[src/rtl/cond_ctrl_pipe.sv]
// ============================================================================
//  Module   : cond_ctrl_pipe
//  Purpose  : E/M/W control pipeline with ARM condition evaluation, NZCV
//             flags register, E-stage stall/flush. Optional macro PERF_CNT_EN
//             adds retired/squashed instruction counters.
//  Revision : 1.0  initial release
// ============================================================================
`default_nettype none

module cond_ctrl_pipe #(
  parameter int ALUCTRL_W = 4
`ifdef PERF_CNT_EN
  , parameter int CNT_W = 32
`endif
) (
  input  logic                 clk,
  input  logic                 reset,
  input  logic                 ValidD,
  input  logic [3:0]           CondD,
  input  logic                 PCSrcD,
  input  logic                 RegWriteD,
  input  logic                 MemtoRegD,
  input  logic                 MemWriteD,
  input  logic                 BranchD,
  input  logic                 ALUSrcD,
  input  logic                 NoWriteD,
  input  logic [ALUCTRL_W-1:0] ALUControlD,
  input  logic [1:0]           FlagWriteD,
  input  logic                 StallE,
  input  logic                 FlushE,
  input  logic [3:0]           ALUFlagsE,
  output logic [ALUCTRL_W-1:0] ALUControlE,
  output logic                 ALUSrcE,
  output logic                 MemtoRegE,
  output logic                 CondExE,
  output logic                 BranchTakenE,
  output logic                 RegWriteM,
  output logic                 MemWriteM,
  output logic                 MemtoRegM,
  output logic                 PCSrcM,
  output logic                 RegWriteW,
  output logic                 MemtoRegW,
  output logic                 PCSrcW,
  output logic [3:0]           FlagsQ
`ifdef PERF_CNT_EN
  , output logic [CNT_W-1:0]   RetiredCnt,
  output logic [CNT_W-1:0]     SquashCnt
`endif
);

  localparam logic [3:0] c_COND_AL = 4'b1110;

  // E-stage register
  logic                 r_validE;
  logic [3:0]           r_condE;
  logic                 r_pcSrcE;
  logic                 r_regWriteE;
  logic                 r_memtoRegE;
  logic                 r_memWriteE;
  logic                 r_branchE;
  logic                 r_aluSrcE;
  logic                 r_noWriteE;
  logic [ALUCTRL_W-1:0] r_aluControlE;
  logic [1:0]           r_flagWriteE;

  // M/W-stage registers and flags
  logic       r_regWriteM;
  logic       r_memWriteM;
  logic       r_memtoRegM;
  logic       r_pcSrcM;
  logic       r_regWriteW;
  logic       r_memtoRegW;
  logic       r_pcSrcW;
  logic [3:0] r_flags;

  logic w_condPass;
  logic w_condExE;
  logic w_n;
  logic w_z;
  logic w_c;
  logic w_v;

  assign {w_n, w_z, w_c, w_v} = r_flags;

  always_comb begin
    w_condPass = 1'b1;
    case (r_condE)
      4'b0000: w_condPass = w_z;
      4'b0001: w_condPass = !w_z;
      4'b0010: w_condPass = w_c;
      4'b0011: w_condPass = !w_c;
      4'b0100: w_condPass = w_n;
      4'b0101: w_condPass = !w_n;
      4'b0110: w_condPass = w_v;
      4'b0111: w_condPass = !w_v;
      4'b1000: w_condPass = w_c && !w_z;
      4'b1001: w_condPass = !w_c || w_z;
      4'b1010: w_condPass = (w_n == w_v);
      4'b1011: w_condPass = (w_n != w_v);
      4'b1100: w_condPass = !w_z && (w_n == w_v);
      4'b1101: w_condPass = w_z || (w_n != w_v);
      default: w_condPass = 1'b1;
    endcase
  end

  assign w_condExE = w_condPass && r_validE;

  // Flush wins over stall so the hazard unit can always kill the E slot
  always_ff @(posedge clk or negedge reset) begin
    if (!reset) begin
      r_validE      <= 1'b0;
      r_condE       <= 4'b0000;
      r_pcSrcE      <= 1'b0;
      r_regWriteE   <= 1'b0;
      r_memtoRegE   <= 1'b0;
      r_memWriteE   <= 1'b0;
      r_branchE     <= 1'b0;
      r_aluSrcE     <= 1'b0;
      r_noWriteE    <= 1'b0;
      r_aluControlE <= '0;
      r_flagWriteE  <= 2'b00;
    end else if (FlushE) begin
      r_validE      <= 1'b0;
      r_condE       <= c_COND_AL;
      r_pcSrcE      <= 1'b0;
      r_regWriteE   <= 1'b0;
      r_memtoRegE   <= 1'b0;
      r_memWriteE   <= 1'b0;
      r_branchE     <= 1'b0;
      r_aluSrcE     <= 1'b0;
      r_noWriteE    <= 1'b0;
      r_aluControlE <= '0;
      r_flagWriteE  <= 2'b00;
    end else if (!StallE) begin
      r_validE      <= ValidD;
      r_condE       <= CondD;
      r_pcSrcE      <= PCSrcD;
      r_regWriteE   <= RegWriteD;
      r_memtoRegE   <= MemtoRegD;
      r_memWriteE   <= MemWriteD;
      r_branchE     <= BranchD;
      r_aluSrcE     <= ALUSrcD;
      r_noWriteE    <= NoWriteD;
      r_aluControlE <= ALUControlD;
      r_flagWriteE  <= FlagWriteD;
    end
  end

  // A stalled E instruction is still in E next cycle, so M must not see it yet
  always_ff @(posedge clk or negedge reset) begin
    if (!reset) begin
      r_regWriteM <= 1'b0;
      r_memWriteM <= 1'b0;
      r_memtoRegM <= 1'b0;
      r_pcSrcM    <= 1'b0;
    end else if (StallE) begin
      r_regWriteM <= 1'b0;
      r_memWriteM <= 1'b0;
      r_memtoRegM <= 1'b0;
      r_pcSrcM    <= 1'b0;
    end else begin
      r_regWriteM <= r_regWriteE && w_condExE && !r_noWriteE;
      r_memWriteM <= r_memWriteE && w_condExE;
      r_memtoRegM <= r_memtoRegE;
      r_pcSrcM    <= r_pcSrcE && w_condExE;
    end
  end

  always_ff @(posedge clk or negedge reset) begin
    if (!reset) begin
      r_regWriteW <= 1'b0;
      r_memtoRegW <= 1'b0;
      r_pcSrcW    <= 1'b0;
    end else begin
      r_regWriteW <= r_regWriteM;
      r_memtoRegW <= r_memtoRegM;
      r_pcSrcW    <= r_pcSrcM;
    end
  end

  // N,Z and C,V are written independently so partial flag setters keep the rest
  always_ff @(posedge clk or negedge reset) begin
    if (!reset) begin
      r_flags <= 4'b0000;
    end else if (w_condExE && !StallE) begin
      if (r_flagWriteE[1]) r_flags[3:2] <= ALUFlagsE[3:2];
      if (r_flagWriteE[0]) r_flags[1:0] <= ALUFlagsE[1:0];
    end
  end

`ifdef PERF_CNT_EN
  logic [CNT_W-1:0] r_retiredCnt;
  logic [CNT_W-1:0] r_squashCnt;

  always_ff @(posedge clk or negedge reset) begin
    if (!reset) begin
      r_retiredCnt <= '0;
      r_squashCnt  <= '0;
    end else if (r_validE && !StallE) begin
      if (w_condPass) r_retiredCnt <= r_retiredCnt + CNT_W'(1);
      else            r_squashCnt  <= r_squashCnt + CNT_W'(1);
    end
  end

  assign RetiredCnt = r_retiredCnt;
  assign SquashCnt  = r_squashCnt;
`endif

  assign ALUControlE  = r_aluControlE;
  assign ALUSrcE      = r_aluSrcE;
  assign MemtoRegE    = r_memtoRegE;
  assign CondExE      = w_condExE;
  assign BranchTakenE = r_branchE && w_condExE;
  assign RegWriteM    = r_regWriteM;
  assign MemWriteM    = r_memWriteM;
  assign MemtoRegM    = r_memtoRegM;
  assign PCSrcM       = r_pcSrcM;
  assign RegWriteW    = r_regWriteW;
  assign MemtoRegW    = r_memtoRegW;
  assign PCSrcW       = r_pcSrcW;
  assign FlagsQ       = r_flags;

endmodule

`default_nettype wire

[config.mk]
export PLATFORM = sky130hd
export DESIGN_NAME = cond_ctrl_pipe
export DESIGN_NICKNAME = d
export VERILOG_FILES = /design/src/rtl/cond_ctrl_pipe.sv
export SDC_FILE = /design/constraint.sdc
export NUM_CORES = 1
export LEC_CHECK = 0
export CELL_PAD_IN_SITES_DETAIL_PLACEMENT = 2
export CELL_PAD_IN_SITES_GLOBAL_PLACEMENT = 2
export CORE_AREA = 2 2 74 76
export CTS_BUF_LIST = sky130_fd_sc_hd__clkbuf_4 sky130_fd_sc_hd__clkbuf_8
export DETAILED_ROUTE_END_ITERATION = 6
export DIE_AREA = 0 0 76 78
export GPL_TIMING_DRIVEN = 0
export PLACE_DENSITY_LB_ADDON = 0.3
export SYNTH_ARGS = -nofsm -noshare
export SYNTH_HDL_FRONTEND = slang
export SYNTH_SLANG_ARGS = --single-unit
[constraint.sdc]
create_clock -name clk -period 1.5 [get_ports clk]
set_input_delay 0.225 -clock clk [delete_from_list [all_inputs] [get_ports clk]]
set_output_delay 0.225 -clock clk [all_outputs]
set_load 0.01 [all_outputs]
==> results.md <==
- The flow ran to the end, but the final reports show violations.
- The final reports fail on hold timing, setup timing.
- The placed instances occupy a cell area of 1802 µm².
- Dividing the detail-routed wire length by the instance count gives 16.10 µm.
- The pre-antenna-repair detailed-routing pass consisted of 2 iterations.
- The tightest hold path in the finished design has a slack of -29.42 ps.
- The post-route fraction of the period consumed by the critical path is 137.3%.
- After clock tree synthesis, the clock-pin slew on the worst setup and hold paths is 60 ps.
- In this run, distinct cell masters in the synthesized netlist total 23.
- Setup slack on the critical path of the routed design comes to -560.2 ps.
- In this design, the stage delay of the slowest critical-path cell is 450 ps.
- The critical path data required time is 1270 ps.
- After routing the design area is 2081 µm².
- The count of nets left with antenna violations after detail routing is 0.
- The number of global-route vias before repair is around 1,200.
- The net count of the finished layout is 188.
- In this run the tool buffered the top-level ports with 42 buffer cells.
- On the final layout, the worst clock skew is 1.806 ps.
- Power spread over the standard cell area amounts to 1081 nW/µm².
- The I/O pin total is 45.
- After detailed routing, the number of vias per cell comes to 4.356.
- The number of sinks driven by the clock tree is 29.
- The core region is 5042 µm².
- The number of fill cells in the layout is 542.
- After detailed routing, the number of remaining DRC violations is 0.
- The mean instance size in the synthesized netlist is between 10 and 15 µm².
- The critical-path maximum fanout is 4.
- The tightest min-delay check is of the input port to asynchronous set/reset pin type.
- The shortest period the worst path allows is just over 2000 ps.
- TritonCTS built the clock tree.
- The number of antenna violations at the first check in global routing is 0.
- The count of antenna diodes in the layout is 0.
- The fraction of power consumed by the clock network is about two fifths.
- In this run the static leakage power is 0.0009760 µW.
- The routed via count is 1,015.
- The internal power summed over all cells is 1680 µW.
- The share of the Yosys chip area taken by registers is 56.20%.
- The final-report hold violation count is 29.
- For the worst-skew pair, the clock arrives at the later sink with an insertion delay of 280 ps.
- Routability-driven placement finished with a final weighted congestion of 0.6837.
- The H-tree was split into 2 levels.
- The die is 78 µm tall.
- Global routing used a little over an eighth of the available tracks.
- For this block, the initial DRC count from the detailed router was 24.
- The tree is rooted in a clkbuf_8.
- The worst IR drop on VDD is slightly above 600 µV.
- The count of hold-fix buffers inserted at cts is 0.
- In this run, the combinational gates consume 21.4% of the power.
- The max-slew headroom at the worst pin is 55.80%.
- In this run, CTS created clock tree buffers numbering 5.
- Relative to the synthesized area, the layout overhead comes to 61.14%.
- The post-route netlist has 27.61% of its cells at a drive strength greater than 1.
- The sequential share of power is 40.3%.
- The total area of sequential cells is 730.7 µm².
- Setup repair after global routing could not meet its margin everywhere.
- The tool flagged a number of max-cap violations equal to 0.
- The mapped netlist covers between 1000 and 1500 µm².
- The number of synthesized register bits is 29.
- The horizontal die dimension is roughly 76 µm.
- Summed over all layers, the global routing overflow is 0.
- In this run the power spent charging and discharging nets is 568.9 µW.
- The HPWL reported at the end of detailed placement is 2594 µm.
- Setup violations remaining at the end of the flow were counted as 9.
- The pin count of the biggest net entering global routing is 30.
- Traced cell by cell, the critical path runs through xor2_4 > xor2_1 > a32oi_2 > nand4_4 > nor2_2 > buf_2.
- When the netlist entered floorplanning its net count stood at between 100 and 150.
- The area of the multi-input gates is 615.6 µm².
- Synthesis handed over a netlist of between 100 and 150 instances.
- The count of synthesis-stage warnings from yosys is 0.
- STA puts the critical path data arrival time at 1840 ps.
- The buffer levels on the longest clock path is 2.
- The achievable clock frequency is 485.4 MHz.
- The worst setup path is of the flip-flop to output pin kind.
- The floorplan has 26 rows.
- The total count of max-transition violations in the final report is 0.
- The sum of internal, switching and leakage power is 2249 µW.
- Of the total power, the share spent switching nets is between 20% and 30%.
- The measured slew at the worst slew-check pin is 663.0 ps.
- The first global-routing pass estimated 6072 µm of wire.
- The initial utilization of the core area, before any placement, comes to between 20% and 30%.
- The overall routed net length is 3751 µm.
- The worst setup path is captured at an output pin.
- The sort of element at the start of the critical path is a flip-flop.
- The overall die area is 5928 µm².
- On the critical path, the stage with the largest delay is an instance of dfrtp_2.
[power groups by stage]
stage	Clock, µW	Sequential, µW	Combinational (µW)
floorplan	0	907	174
global placement	0	898	365
detailed placement	0	903	381
CTS	885	897	454
global route	924	918	522
finish	861	907	481
[Yosys cell counts]
cell	instances	area [µm²]
mux2_1	4	45.04
nand2b_1	2	12.51
nor2_1	17	63.81
a211o_1	2	17.52
buf_2	3	15.01
nor2b_1	4	25.02
nor4b_2	1	15.01
a32oi_2	1	16.27
mux2i_1	17	170.2
nand4_1	2	12.51
dfrtp_1	29	725.7
o22ai_1	1	6.260
mux2i_2	1	13.76
clkbuf_1	3	11.26
nand3b_1	1	7.510
xor2_1	4	35.03
and2b_4	1	10.01
nand4_2	1	12.51
nor3b_1	1	7.510
a211o_2	1	10.01
nor3b_2	2	25.02
and3b_1	3	26.28
inv_1	2	7.510
[layer usage]
layer	vias up	wire [µm]	global-route usage, %
li1	470	-	-
met1	515	1485	14.15
met2	25	2026	25.54
met3	5	178	4.070
met4	0	61	5.455
met5	-	0	0
[kinds of logic (layout without fill, tap and decap cells)]
logic type             count (synthesis)  after routing  synth area share [%]
AO/OA/AOI/OAI                          5              5                 3.877
XOR/XNOR                               4              4                 2.713
buffers and inverters                  8             68                 2.616
flip-flops                            29             29                 56.20
multiplexers                          22             22                 17.73
AND/OR/NAND/NOR                       35             35                 16.86
[cell usage in the layout, fill, tap and decap left out, drive strengths merged]
cell           netlist  routed
buf                  3      16
nand4                3       3
mux2i               18      18
a211o                3       3
xor2                 4       4
o22ai                1       1
dlygate4sd2          0       3
and2b                1       1
and3b                3       3
clkbuf               3      10
inv                  2       2
nand3b               1       1
bufinv               0       1
nor2b                4       4
mux2                 4       4
clkdlybuf4s50        0      35
nor3b                3       3
dlymetal6s2s         0       1
nor2                17      17
nand2b               2       2
nor4b                1       1
a32oi                1       1
dfrtp               29      29
[state kept, by name, summed over array words and instances (netlist names)]
| register | count |
|---|---|
| ALUControlE | 4 |
| FlagsQ | 4 |
| r_condE | 4 |
| r_flagWriteE | 2 |
| ALUSrcE | 1 |
| MemWriteM | 1 |
| MemtoRegE | 1 |
| MemtoRegM | 1 |
| MemtoRegW | 1 |
| PCSrcM | 1 |
| PCSrcW | 1 |
| RegWriteM | 1 |
| RegWriteW | 1 |
| r_branchE | 1 |
| r_memWriteE | 1 |
| r_noWriteE | 1 |
| r_pcSrcE | 1 |
| r_regWriteE | 1 |
| r_validE | 1 |
[what timing repair did]
action                     CTS  global route
setup buffers                8             2
hold endpoints to repair     0             0
pin swaps                    5             7
setup endpoints to repair   38            10
gates resized for setup     25             8
cloned                       0             0
[critical path, delay by kind of cell, from the launching register on]
family	cells	cell delay, ps
AO/OA/AOI/OAI	1	310
XOR/XNOR	2	360
buffers and inverters	1	140
flip-flops	1	450
AND/OR/NAND/NOR	2	290
[layout make-up]
type	instances	area share (%)
Tap cell	70	4.209
Buffer	6	1.263
Clock inverter	1	1.443
Inverter	2	0.3608
Sequential cell	29	35.12
Clock buffer	7	4.330
Timing Repair Buffer	52	23.69
Multi-Input combinational cell	66	29.59
[per-stage QoR]
stage / util, % / setup slack, ps / hold WS, ps / cells / TNS (ps)
after floorplan: - / -153.8 / -70.59 / 103 / -955.9
after global placement: 35.73 / -805.7 / 358.5 / 215 / -10980
after detailed placement: 35.73 / -848.9 / 364.3 / 215 / -14510
after CTS: 40.17 / -559.5 / 342.0 / 231 / -3371
after global routing: 41.27 / -648.9 / 13.81 / 233 / -4556
final: 41.27 / -560.2 / -29.42 / 233 / -3820
[worst paths after layout]
path / from / endpoint / slack, ps / cells past startpoint
worst max-delay path: FlagsQ[3]$_DFFE_PN0P_ / BranchTakenE / -560 / 6
worst min-delay path: reset / ALUControlE[0]$_DFFE_PN0P_ / -30 / 1
worst max register to register: FlagsQ[3]$_DFFE_PN0P_ / RegWriteM$_DFF_PN0_ / -460 / 8
worst min register to register: PCSrcM$_DFF_PN0_ / PCSrcW$_DFF_PN0_ / 370 / 0
max in group asynchronous: reset / r_condE[2]$_DFFE_PN0P_ / 1060 / 1
min in group clk: FlushE / r_pcSrcE$_DFFE_PN0P_ / 350 / 2
(Power assumes the default switching activity.)
